$ cat src/rtl/keypad_expr_buffer.sv
// 4x4 keypad scanner with debounce, feeding an ASCII token buffer for a calculator datapath.
// Tokens are appended until '#' terminates the expression; the buffer is read by index.
module keypad_expr_buffer #(
  parameter int unsigned SCAN_DIV  = 1000,
  parameter int unsigned DEB_SCANS = 4,
  parameter int unsigned DEPTH     = 32
) (
  input  logic       clk,
  input  logic       rst,
  input  logic       clr,
  input  logic [3:0] row_in,
  output logic [3:0] col_out,
  input  logic [7:0] rd_addr,
  output logic [7:0] rd_data,
  output logic       expr_ready,
  output logic [7:0] count,
  output logic       overflow
);
  localparam int unsigned DivW  = (SCAN_DIV > 1) ? $clog2(SCAN_DIV) : 1;
  localparam int unsigned AddrW = $clog2(DEPTH);
  localparam logic [DivW-1:0] DivLast   = DivW'(SCAN_DIV - 1);
  localparam logic [7:0]      TokHash   = 8'h23;
  localparam logic [7:0]      CountFull = 8'(DEPTH - 1);
  localparam logic [7:0]      DebTarget = 8'(DEB_SCANS);

  typedef enum logic [1:0] {StIdle, StPressed, StDone} state_e;

  function automatic logic [7:0] key_token(input logic [3:0] k);
    logic [7:0] t;
    case (k)
      4'd0:    t = 8'h31;
      4'd1:    t = 8'h32;
      4'd2:    t = 8'h33;
      4'd3:    t = 8'h2B;
      4'd4:    t = 8'h34;
      4'd5:    t = 8'h35;
      4'd6:    t = 8'h36;
      4'd7:    t = 8'h2D;
      4'd8:    t = 8'h37;
      4'd9:    t = 8'h38;
      4'd10:   t = 8'h39;
      4'd11:   t = 8'h2A;
      4'd12:   t = 8'h28;
      4'd13:   t = 8'h30;
      4'd14:   t = 8'h29;
      default: t = 8'h23;
    endcase
    return t;
  endfunction

  // Scan state; hits_q counts row/column intersections this scan (2 means MULTI).
  logic            active_q;
  logic [DivW-1:0] div_q;
  logic [1:0]      col_q;
  logic [1:0]      hits_q;
  logic [3:0]      key_q;

  logic       sample, scan_end, scan_single, scan_none;
  logic [1:0] col_hits, col_row, tot_hits;
  logic [3:0] scan_key;

  assign sample   = active_q && (div_q == DivLast);
  assign scan_end = sample && (col_q == 2'd3);
  assign col_out  = active_q ? ~(4'b0001 << col_q) : 4'hF;

  always_comb begin
    col_hits = 2'd0;
    col_row  = 2'd0;
    for (int r = 0; r < 4; r++) begin
      if (!row_in[r]) begin
        if (col_hits != 2'd2) col_hits = col_hits + 2'd1;
        col_row = 2'(r);
      end
    end
    if (hits_q == 2'd2 || col_hits == 2'd2 || (hits_q == 2'd1 && col_hits == 2'd1)) begin
      tot_hits = 2'd2;
    end else begin
      tot_hits = hits_q | col_hits;
    end
    scan_key = (col_hits == 2'd1) ? {col_row, col_q} : key_q;
  end

  assign scan_single = scan_end && (tot_hits == 2'd1);
  assign scan_none   = scan_end && (tot_hits != 2'd1);

  always_ff @(posedge clk) begin
    if (rst) begin
      active_q <= 1'b0;
      div_q    <= '0;
      col_q    <= 2'd0;
      hits_q   <= 2'd0;
      key_q    <= 4'd0;
    end else if (!active_q) begin
      active_q <= 1'b1;
    end else if (sample) begin
      div_q <= '0;
      col_q <= col_q + 2'd1;
      if (col_q == 2'd3) begin
        hits_q <= 2'd0;
        key_q  <= 4'd0;
      end else begin
        hits_q <= tot_hits;
        key_q  <= scan_key;
      end
    end else begin
      div_q <= div_q + DivW'(1);
    end
  end

  // Entry FSM; hold_q blocks acceptance after clr until the keypad is seen released.
  state_e     state_q, state_d;
  logic [7:0] deb_q, deb_d, count_q, count_d;
  logic [3:0] cand_q, cand_d;
  logic       hold_q, hold_d, ovf_q, ovf_d;
  logic       we;
  logic [7:0] wtok;
  logic [7:0] deb_inc, run_len;

  assign deb_inc = (deb_q >= DebTarget) ? deb_q : deb_q + 8'd1;

  always_comb begin
    state_d = state_q;
    deb_d   = deb_q;
    cand_d  = cand_q;
    hold_d  = hold_q;
    count_d = count_q;
    ovf_d   = ovf_q;
    we      = 1'b0;
    wtok    = key_token(scan_key);
    run_len = 8'd1;
    if (clr) begin
      state_d = StIdle;
      count_d = 8'd0;
      ovf_d   = 1'b0;
      deb_d   = 8'd0;
      hold_d  = 1'b1;
    end else begin
      unique case (state_q)
        StIdle: begin
          if (scan_end) begin
            if (hold_q) begin
              if (scan_none && deb_inc >= DebTarget) begin
                hold_d = 1'b0;
                deb_d  = 8'd0;
              end else begin
                deb_d = scan_none ? deb_inc : 8'd0;
              end
            end else if (scan_single) begin
              run_len = (deb_q != 8'd0 && cand_q == scan_key) ? deb_inc : 8'd1;
              cand_d  = scan_key;
              deb_d   = run_len;
              if (run_len >= DebTarget) begin
                deb_d = 8'd0;
                if (wtok == TokHash) begin
                  we      = 1'b1;
                  count_d = count_q + 8'd1;
                  state_d = StDone;
                end else if (count_q == CountFull) begin
                  ovf_d   = 1'b1;
                  state_d = StPressed;
                end else begin
                  we      = 1'b1;
                  count_d = count_q + 8'd1;
                  state_d = StPressed;
                end
              end
            end else begin
              deb_d = 8'd0;
            end
          end
        end
        StPressed: begin
          if (scan_end) begin
            if (scan_none && deb_inc >= DebTarget) begin
              state_d = StIdle;
              deb_d   = 8'd0;
            end else begin
              deb_d = scan_none ? deb_inc : 8'd0;
            end
          end
        end
        default: ;
      endcase
    end
  end

  always_ff @(posedge clk) begin
    if (rst) begin
      state_q <= StIdle;
      deb_q   <= 8'd0;
      cand_q  <= 4'd0;
      hold_q  <= 1'b0;
      count_q <= 8'd0;
      ovf_q   <= 1'b0;
    end else begin
      state_q <= state_d;
      deb_q   <= deb_d;
      cand_q  <= cand_d;
      hold_q  <= hold_d;
      count_q <= count_d;
      ovf_q   <= ovf_d;
    end
  end

  logic [7:0] mem [DEPTH];

  always_ff @(posedge clk) begin
    if (we && !rst) mem[count_q[AddrW-1:0]] <= wtok;
  end

  logic [7:0] rd_data_q;

  always_ff @(posedge clk) begin
    if (rst) begin
      rd_data_q <= 8'h00;
    end else begin
      rd_data_q <= (rd_addr >= count_q) ? TokHash : mem[rd_addr[AddrW-1:0]];
    end
  end

  assign rd_data    = rd_data_q;
  assign count      = count_q;
  assign overflow   = ovf_q;
  assign expr_ready = (state_q == StDone);

endmodule

$ cat config.mk
export PLATFORM = sky130hd
export DESIGN_NAME = keypad_expr_buffer
export DESIGN_NICKNAME = d
export VERILOG_FILES = /design/src/rtl/keypad_expr_buffer.sv
export SDC_FILE = /design/constraint.sdc
export NUM_CORES = 1
export LEC_CHECK = 0
export CELL_PAD_IN_SITES_DETAIL_PLACEMENT = 1
export CELL_PAD_IN_SITES_GLOBAL_PLACEMENT = 2
export CORE_UTILIZATION = 44
export CTS_CLUSTER_SIZE = 30
export DETAILED_ROUTE_END_ITERATION = 8
export PLACE_DENSITY = 0.79
export SYNTH_ARGS = -nofsm -noshare
export SYNTH_HDL_FRONTEND = slang
export SYNTH_SLANG_ARGS = --single-unit
$ cat constraint.sdc
create_clock -name clk -period 6.1 [get_ports clk]
set_input_delay 1.22 -clock clk [delete_from_list [all_inputs] [get_ports clk]]
set_output_delay 1.22 -clock clk [all_outputs]
set_load 0.02 [all_outputs]
==> flow_summary.toml, run 1 <==
[cells_and_area]
drive_gt1_frac = 0.1881
finalInstanceArea_mm2 = 0.01061
diodes = 0
multi_input_area_mm2 = 0.003148
regArea_mm2 = 0.005786
finalNetCount = 733
area_delta_synth_final_pct = 16.46
fillers = 2027

[clocking]
clk_pin_slew_ps = 60
cts_hold_buffers = 0
cts.path.max_buffers = 3
cts_tree = "yes"
insertion_delay_ps = 500
cts_buffers = 23
root_buffer = "clkbuf_16"
ctsHtreeMaxLevel = 1
cts.sinks = 209

[floorplanning]
initial_utilization = 0.4489
rows = 52
pin_count = 37
die_area_mm2 = 0.02129
core_area_mm2 = 0.02030
die_y_um = 145.9
die_w_um = 145.9

[worst_setup_path]
r2r_slack_ps = 2480
crit_fanout = 10
critPathRequiredTime_ps = 6230
arrival_ps = 5810
crit_type = "input port to flop"
cp-end-kind = "flop"
startpoint_type = "input port"

[grt]
grt_max_degree = 42
grt-ovfl-total = 0
antenna_found_initial = 0
grt_first_pass_wirelength_um = 34130
track_usage = 0.2114
grt_pass1_vias = 5849

[synthesis]
ys_seq_area_frac = 0.6349
async_flop_share = 0
yosys-top-cells-area = "edfxtp_1 53%, mux4_2 12%, dfxtp_1 11%"
synth_edf_count = 160
syn_avg_cell_area_um2 = 14.53
yosysMostFrequentCell = "edfxtp_1"
syn_area_mm2 = 0.009112
ys.warnings.count = 0
synth_top_area_cell = "edfxtp_1"
synth_top_area_frac = 0.5273
synth.top_cells.by_count = "160 x edfxtp_1, 75 x nor2_1, 50 x mux4_2, 49 x dfxtp_1, 28 x a21oi_1"
postSynthCellCount = 627
synth_top_flop_cell = "edfxtp_1"
synth_cell_type_count = 62
synth_seq_cells = 209

[pwr]
p_total_uw = 3007
ir_drop_v = 0.0001670
cellPowerDensity_mw_per_mm2 = 283.4
p_leak_uw = 0.003616

[routing]
routed_wl_um = 21650
num_vias = 5470
drc_errors = 0
vias_per_cell = 5.599
first_pass_iters = 4
first_iter_violations = 340
antenna_left = 0
wire_per_inst_um = 22.16

[sta]
finalSetupViolCount = 0
fmax_mhz = 176.2
hold_violations = 0
tightestPinTransition_ps = 982.8
slew_headroom = 0.3434
rsz0062_at_grt = "false"
finClkSkew_ps = 12.33
min_period_ps = 5674
timing.final.crit_share = 0.9302
slew_violations = 0

[placement]
port_buffers = 34
dpl-instance-area_mm2 = 0.009915
gp_congestion = 0.7994
dp.final_hpwl_um = 14900

[job]
cap_viol_max_count = 0

[outcome]
status = "finished clean"

[min_path]
hp-class = "flop to flop"
where the power goes:
group | internal, uW | switching, uW | total, uW
Combinational | 72.8 | 112 | 185
Sequential | 1550 | 2.77 | 1550
Clock | 735 | 537 | 1270
timing repair:
item / 4_1_cts / 5_1_grt
resized for setup: 0 / 4
setup buffers: 0 / 1
endpoints found under the setup margin: 0 / 40
state kept, by name (all words and copies together), names as in the netlist, 2 cells and up:
register / cells
mem: 160
div_q: 10
count: 8
deb_q: 8
rd_data: 6
cand_q: 4
key_q: 4
col_q: 2
hits_q: 2
state_q: 2
cell usage in the layout, fill, tap and decap left out, drive strengths merged, types with 3 or more instances in the layout:
master	count
nor3b	3
edfxtp	160
mux4	50
buf	33
dfxtp	49
or2	5
o31ai	4
xor2	7
mux2i	7
a21o	9
nand2b	6
or3	3
nand3	17
nand2	24
o21ai	13
inv	25
clkinvlp	3
nor2	76
a211oi	4
nor3	10
clkdlybuf4s50	32
nor2b	4
nand4	12
xnor2	5
a21oi	30
clkbuf	30
and2	7
clkinv	7
a31oi	4
o21a	4
or4	3
ha	26
layout make-up:
| class | count | share of cell area |
|---|---|---|
| flip-flops and latches | 209 | 0.5452 |
| multi-input cells | 367 | 0.2966 |
| clock buffers | 30 | 0.05671 |
| repair buffers | 65 | 0.05305 |
| well taps | 270 | 0.03183 |
| inverters | 26 | 0.009196 |
| clock inverters | 10 | 0.007427 |
stage by stage:
step	hold WS, ps	setup slack [ps]	setup TNS [ps]	utilization	std cells
final	432.9	425.5	0	0.5228	977
after global routing	466.9	10.81	0	0.5228	977
after CTS	437.6	108.9	0	0.5219	976
after detailed placement	429.3	-398.1	-11460	0.4884	936
after global placement	423.6	-31.25	-405.2	0.4884	936
after floorplan	409.6	902.9	0	-	628
worst max-delay path: stages:
cell             delay [ps]
clkdlybuf4s50_1         500
inv_1                    50
ha_1                    300
mux2i_1                 370
ha_1                    330
nor2_1                  160
a31oi_2                 110
o21ai_0                 370
and2_1                  280
inv_1                   120
ha_1                    240
nor4b_1                 360
a22oi_1                 190
o41ai_2                 230
buf_4                   210
nand4_1                 110
buf_4                   220
nor2_1                  420
metal layers:
metal,part of all wire,up-vias,global-route usage
li1,-,2538,-
met1,0.43,2755,0.2841
met2,0.50,143,0.3605
met3,0.054,34,0.03197
met4,0.017,0,0.05316
met5,0,-,0
path summary, 6_finish.rpt:
kind,startpoint,end,cells after the start
min,deb_q[2],deb_q[2],2
min reg2reg,deb_q[2],deb_q[2],2
max,row_in[1],mem[13][0],18
max reg2reg,active_q,mem[13][0],10
cell families (layout without fill, tap and decap cells):
logic type,Yosys count,after routing,synth area share
other,1,2,0.0004115
flip-flops,209,209,0.6349
buffers and inverters,52,131,0.02334
multiplexers,57,57,0.1313
adder cells (fa/ha/maj),26,26,0.03570
AO/OA/AOI/OAI,88,88,0.06536
XOR/XNOR,12,12,0.01153
AND/OR/NAND/NOR,182,182,0.09749
Power figures use the tool's default switching activity.
==> inputs of run 2 (changes only) <==
--- a/config.mk
+++ b/config.mk
@@ -8,9 +8,12 @@
 export CELL_PAD_IN_SITES_DETAIL_PLACEMENT = 1
 export CELL_PAD_IN_SITES_GLOBAL_PLACEMENT = 2
 export CORE_UTILIZATION = 44
+export CTS_BUF_LIST = sky130_fd_sc_hd__clkbuf_16
 export CTS_CLUSTER_SIZE = 30
 export DETAILED_ROUTE_END_ITERATION = 8
 export PLACE_DENSITY = 0.79
+export SKIP_CTS_REPAIR_TIMING = 1
+export SLEW_MARGIN = 30
 export SYNTH_ARGS = -nofsm -noshare
 export SYNTH_HDL_FRONTEND = slang
 export SYNTH_SLANG_ARGS = --single-unit
==> flow_summary.toml, run 2 (synthesis results as in run 1) <==
[clocking]
cts.path.max_buffers = 3
ctsHtreeMaxLevel = 1
cts_tree = "yes"
clk_pin_slew_ps = 60
root_buffer = "clkbuf_16"
cts_buffers = 23
insertion_delay_ps = 500
cts.sinks = 209

[sta]
slew_headroom = 0.3976
timing.final.crit_share = 0.9313
rsz0062_at_grt = "false"
fmax_mhz = 176.0
finalSetupViolCount = 0
hold_violations = 0
tightestPinTransition_ps = 897.5
holdWs_ps = 432.9
slew_violations = 0
finClkSkew_ps = 12.18
min_period_ps = 5681

[routing]
first_iter_violations = 330
wire_per_inst_um = 22.15
antenna_left = 0
routed_wl_um = 21640
num_vias = 5490
first_pass_iters = 4
drc_errors = 0
vias_per_cell = 5.619

[worst_setup_path]
cp-end-kind = "flop"
crit_type = "input port to flop"
crit_start = "row_in[1]"
arrival_ps = 5810
crit_chain = "clkdlybuf4s50_1 -> inv_1 -> ha_1 -> mux2i_1 -> ha_1 -> nor2_1 -> a31oi_2 -> o21ai_0 -> and2_1 -> inv_1 -> ha_1 -> nor4b_1 -> a22oi_1 -> o41ai_2 -> buf_4 -> nand4_1 -> buf_4 -> nor2_1"
crit_fanout = 10
slowest_delay_ps = 500
cp.buffers_inverters = 5
crit_top_cell = "ha_1"
cpLargestDelayFamily = "simple AND/OR/NAND/NOR gates"
crit_slowest_cell = "clkdlybuf4s50_1"
r2r_start = "col_q[0]"
startpoint_type = "input port"
critPathRequiredTime_ps = 6230

[min_path]
hp-class = "flop to flop"
hp-start = "deb_q[2]"

[grt]
top_usage_layer = "met2"
antenna_found_initial = 0
grt-ovfl-total = 0
globalRouteMet2Util = 0.3605
track_usage = 0.2114
grt_max_degree = 42
grt_use_met3 = 0.03197
grt_first_pass_wirelength_um = 34130
grt_pass1_vias = 5847
global_route.usage.met1 = 0.2841

[cells_and_area]
final_util = 0.5229
largest_reg_flops = 160
finalNetCount = 733
final_cell_mix = "160 x edfxtp_1, 72 x nor2_1, 50 x mux4_2"
area_delta_synth_final_pct = 16.49
diodes = 0
layout_commonest_cell = "edfxtp_1"
drive_gt1_frac = 0.1881
instances_no_fill = 977

[placement]
port_buffers = 34
post-place-cells = 936
gp_congestion = 0.7994
dp.final_hpwl_um = 14900

[floorplanning]
die_y_um = 145.9
core_area_mm2 = 0.02030
die_w_um = 145.9
die_area_mm2 = 0.02129
initial_utilization = 0.4489
pin_count = 37
rows = 52

[pwr]
cellPowerDensity_mw_per_mm2 = 282.2
p_leak_uw = 0.003645
ir_drop_v = 0.0001666

[outcome]
status = "finished clean"

[job]
cap_viol_max_count = 0
==> run 2: final cells by class <==
| cell class | count | area [um2] |
|---|---|---|
| fillers | 2028 | 9684 |
| clock buffers | 23 | 575.6 |
| multi-input cells | 367 | 3151 |
| repair buffers | 65 | 563.0 |
| clock inverters | 17 | 105.1 |
| flip-flops and latches | 209 | 5786 |
| well taps | 270 | 337.8 |
| inverters | 26 | 97.59 |
==> run 2: where the power goes <==
part / internal, uW / switching (uW) / leakage [uW]
Sequential: 1550 / 2.77 / 0.00192
Clock: 724 / 538 / 0.000350
Combinational: 72.8 / 112 / 0.00137
Total: 2340 / 653 / 0.00364
==> run 2: worst min-delay path, cell delays in order (launching register included) <==
cell and delay [ps]:
dfxtp_1 300, nand2_1 50, nor2_1 30
==> run 2: worst paths after layout <==
| kind | end | slack, ps | cells past startpoint |
|---|---|---|---|
| worst max-delay path | mem[15][3] | 420 | 18 |
| worst min-delay path | deb_q[2] | 430 | 2 |
| worst max register to register | mem[15][3] | 2730 | 12 |
| worst min register to register | deb_q[2] | 430 | 2 |
==> run 2: layer usage <==
metal / share of wire / routed length [um] / vias to the layer above
met3: 0.047 / 1010 / 32
li1: - / - / 2537
met4: 0.016 / 341 / 0
met1: 0.43 / 9375 / 2791
met2: 0.50 / 10910 / 130
met5: 0 / 0 / -
==> run 2: per-stage QoR <==
| step | area, um2 | TNS (ps) | power [uW] | setup WS, ps |
|---|---|---|---|---|
| after floorplan | 9116 | 0 | 1698 | 902.9 |
| after global placement | 9915 | -405.2 | 1762 | -31.25 |
| after detailed placement | 9915 | -11460 | 1769 | -398.1 |
| after CTS | 10600 | 0 | 3026 | 108.9 |
| after global routing | 10620 | 0 | 3091 | 0.1097 |
| final | 10620 | 0 | 2996 | 419.0 |
==> inputs of run 3 (changes only) <==
--- a/config.mk
+++ b/config.mk
@@ -7,10 +7,13 @@
 export LEC_CHECK = 0
 export CELL_PAD_IN_SITES_DETAIL_PLACEMENT = 1
 export CELL_PAD_IN_SITES_GLOBAL_PLACEMENT = 2
+export CORE_MARGIN = 2
 export CORE_UTILIZATION = 44
 export CTS_BUF_LIST = sky130_fd_sc_hd__clkbuf_16
+export CTS_CLUSTER_DIAMETER = 80
 export CTS_CLUSTER_SIZE = 30
 export DETAILED_ROUTE_END_ITERATION = 8
+export GPL_TIMING_DRIVEN = 0
 export PLACE_DENSITY = 0.79
 export SKIP_CTS_REPAIR_TIMING = 1
 export SLEW_MARGIN = 30
==> flow_summary.toml, run 3 (synthesis results as in run 1) <==
[outcome]
status = "finished clean"

[grt]
grt_first_pass_wirelength_um = 34640
antenna_found_initial = 0
grt_max_degree = 32
grt_pass1_vias = 5870
track_usage = 0.2080
grt-ovfl-total = 0

[floorplanning]
core_area_mm2 = 0.02030
die_area_mm2 = 0.02188
rows = 52
pin_count = 37
die_y_um = 147.9
initial_utilization = 0.4489
die_w_um = 147.9

[clocking]
cts.path.max_buffers = 3
cts_tree = "yes"
clk_pin_slew_ps = 110
root_buffer = "clkbuf_16"
insertion_delay_ps = 490
cts_buffers = 12
ctsHtreeMaxLevel = 1
cts.sinks = 209

[sta]
rsz0062_at_grt = "true"
hold_violations = 0
holdWs_ps = 434.3
tns_ps = 0
slew_violations = 0
min_period_ps = 5792
timing.final.crit_share = 0.9495
slew_headroom = 0.3315
finalSetupViolCount = 0
tightestPinTransition_ps = 995.1
fmax_mhz = 172.6
finClkSkew_ps = 24.66

[worst_setup_path]
r2r_cells = 9
cpLargestDelayFamily = "simple AND/OR/NAND/NOR gates"
cp-end-kind = "flop"
rr_endpoint = "mem[28][4]"
arrival_ps = 5930
r2r_slack_ps = 2350
startpoint_type = "input port"
crit_top_cell = "ha_1"
crit_fanout = 10
cp.buffers_inverters = 4
slowest_delay_ps = 500
r2r_start = "div_q[0]"
crit_chain = "clkdlybuf4s50_1 -> inv_1 -> ha_1 -> mux2i_1 -> ha_1 -> nor2_1 -> a31o_2 -> a21oi_2 -> nor2_2 -> inv_1 -> ha_1 -> nor4b_1 -> a22oi_1 -> o41ai_4 -> nand4_1 -> buf_4 -> nor2_1"
crit_type = "input port to flop"
critPathRequiredTime_ps = 6230
crit_slowest_cell = "clkdlybuf4s50_1"

[placement]
dpl-instance-area_mm2 = 0.009911
dp.final_hpwl_um = 16000
port_buffers = 33
gp_congestion = 0.7874

[job]
cap_viol_max_count = 0

[cells_and_area]
diodes = 0
largest_reg_flops = 160
final_cell_mix = "160 x edfxtp_1, 54 x nor2_1, 50 x mux4_2"
layout_commonest_cell = "edfxtp_1"
area_delta_synth_final_pct = 14.33
finalNetCount = 727
finalInstanceArea_mm2 = 0.01042
drive_gt1_frac = 0.1821
fillers = 2021

[routing]
first_iter_violations = 379
num_vias = 5471
drc_errors = 0
routed_wl_um = 21880
first_pass_iters = 4
vias_per_cell = 5.687
wire_per_inst_um = 22.75
antenna_left = 0

[pwr]
cellPowerDensity_mw_per_mm2 = 255.1
p_leak_uw = 0.003460
ir_drop_v = 0.0001611
p_total_uw = 2658

[min_path]
hp-class = "flop to flop"
hold-path-endpoint = "deb_q[2]"
hp-start = "deb_q[2]"
worstHoldPathCells = 2
==> run 3: per-layer routing <==
layer,GRT usage,vias up,share of wire
met5,0,-,0
met4,0.04714,0,0.016
met3,0.02994,24,0.053
met2,0.3551,126,0.50
met1,0.2856,2790,0.43
li1,-,2531,-
==> run 3: cell type report <==
class                           count  area [um2]  area share
Buffer                             26       120.1     0.01153
Clock buffer                       13       325.3     0.03122
Clock inverter                      7       77.57    0.007446
Inverter                           26       97.59    0.009367
Multi-Input combinational cell    367        3232      0.3102
Sequential cell                   209        5786      0.5553
Tap cell                          270       337.8     0.03242
Timing Repair Buffer               44       442.9     0.04251
==> run 3: stage by stage <==
stage / std cells / util / setup WS (ps)
after floorplan: 628 / - / 902.9
after global placement: 931 / 0.4820 / -1219
after detailed placement: 937 / 0.4882 / -1046
after CTS: 957 / 0.5081 / -567.9
after global routing: 962 / 0.5133 / -85.89
final: 962 / 0.5133 / 307.9
==> run 3: worst max-delay path by stage <==
stage,start,endpoint,cells past startpoint
6_report,row_in[1],mem[28][4],17
4_1_cts,row_in[1],mem[28][4],16
2_1_floorplan,row_in[0],mem[13][0],15
3_5_place_dp,row_in[1],mem[28][4],16
5_1_grt,row_in[1],mem[12][4],17
3_3_place_gp,row_in[1],mem[12][3],13
==> run 3: worst register-to-register path, delay by kind of cell (launching register included) <==
family	cells	cell delay, ps
adder cells (fa/ha/maj)	1	180
flip-flops	1	380
buffers and inverters	1	230
AND/OR/NAND/NOR	7	2610
==> run 3: where the power goes <==
group,internal (uW),switching (uW)
sequential,1540,1.94
clock,415,498
combinational,79.1,121
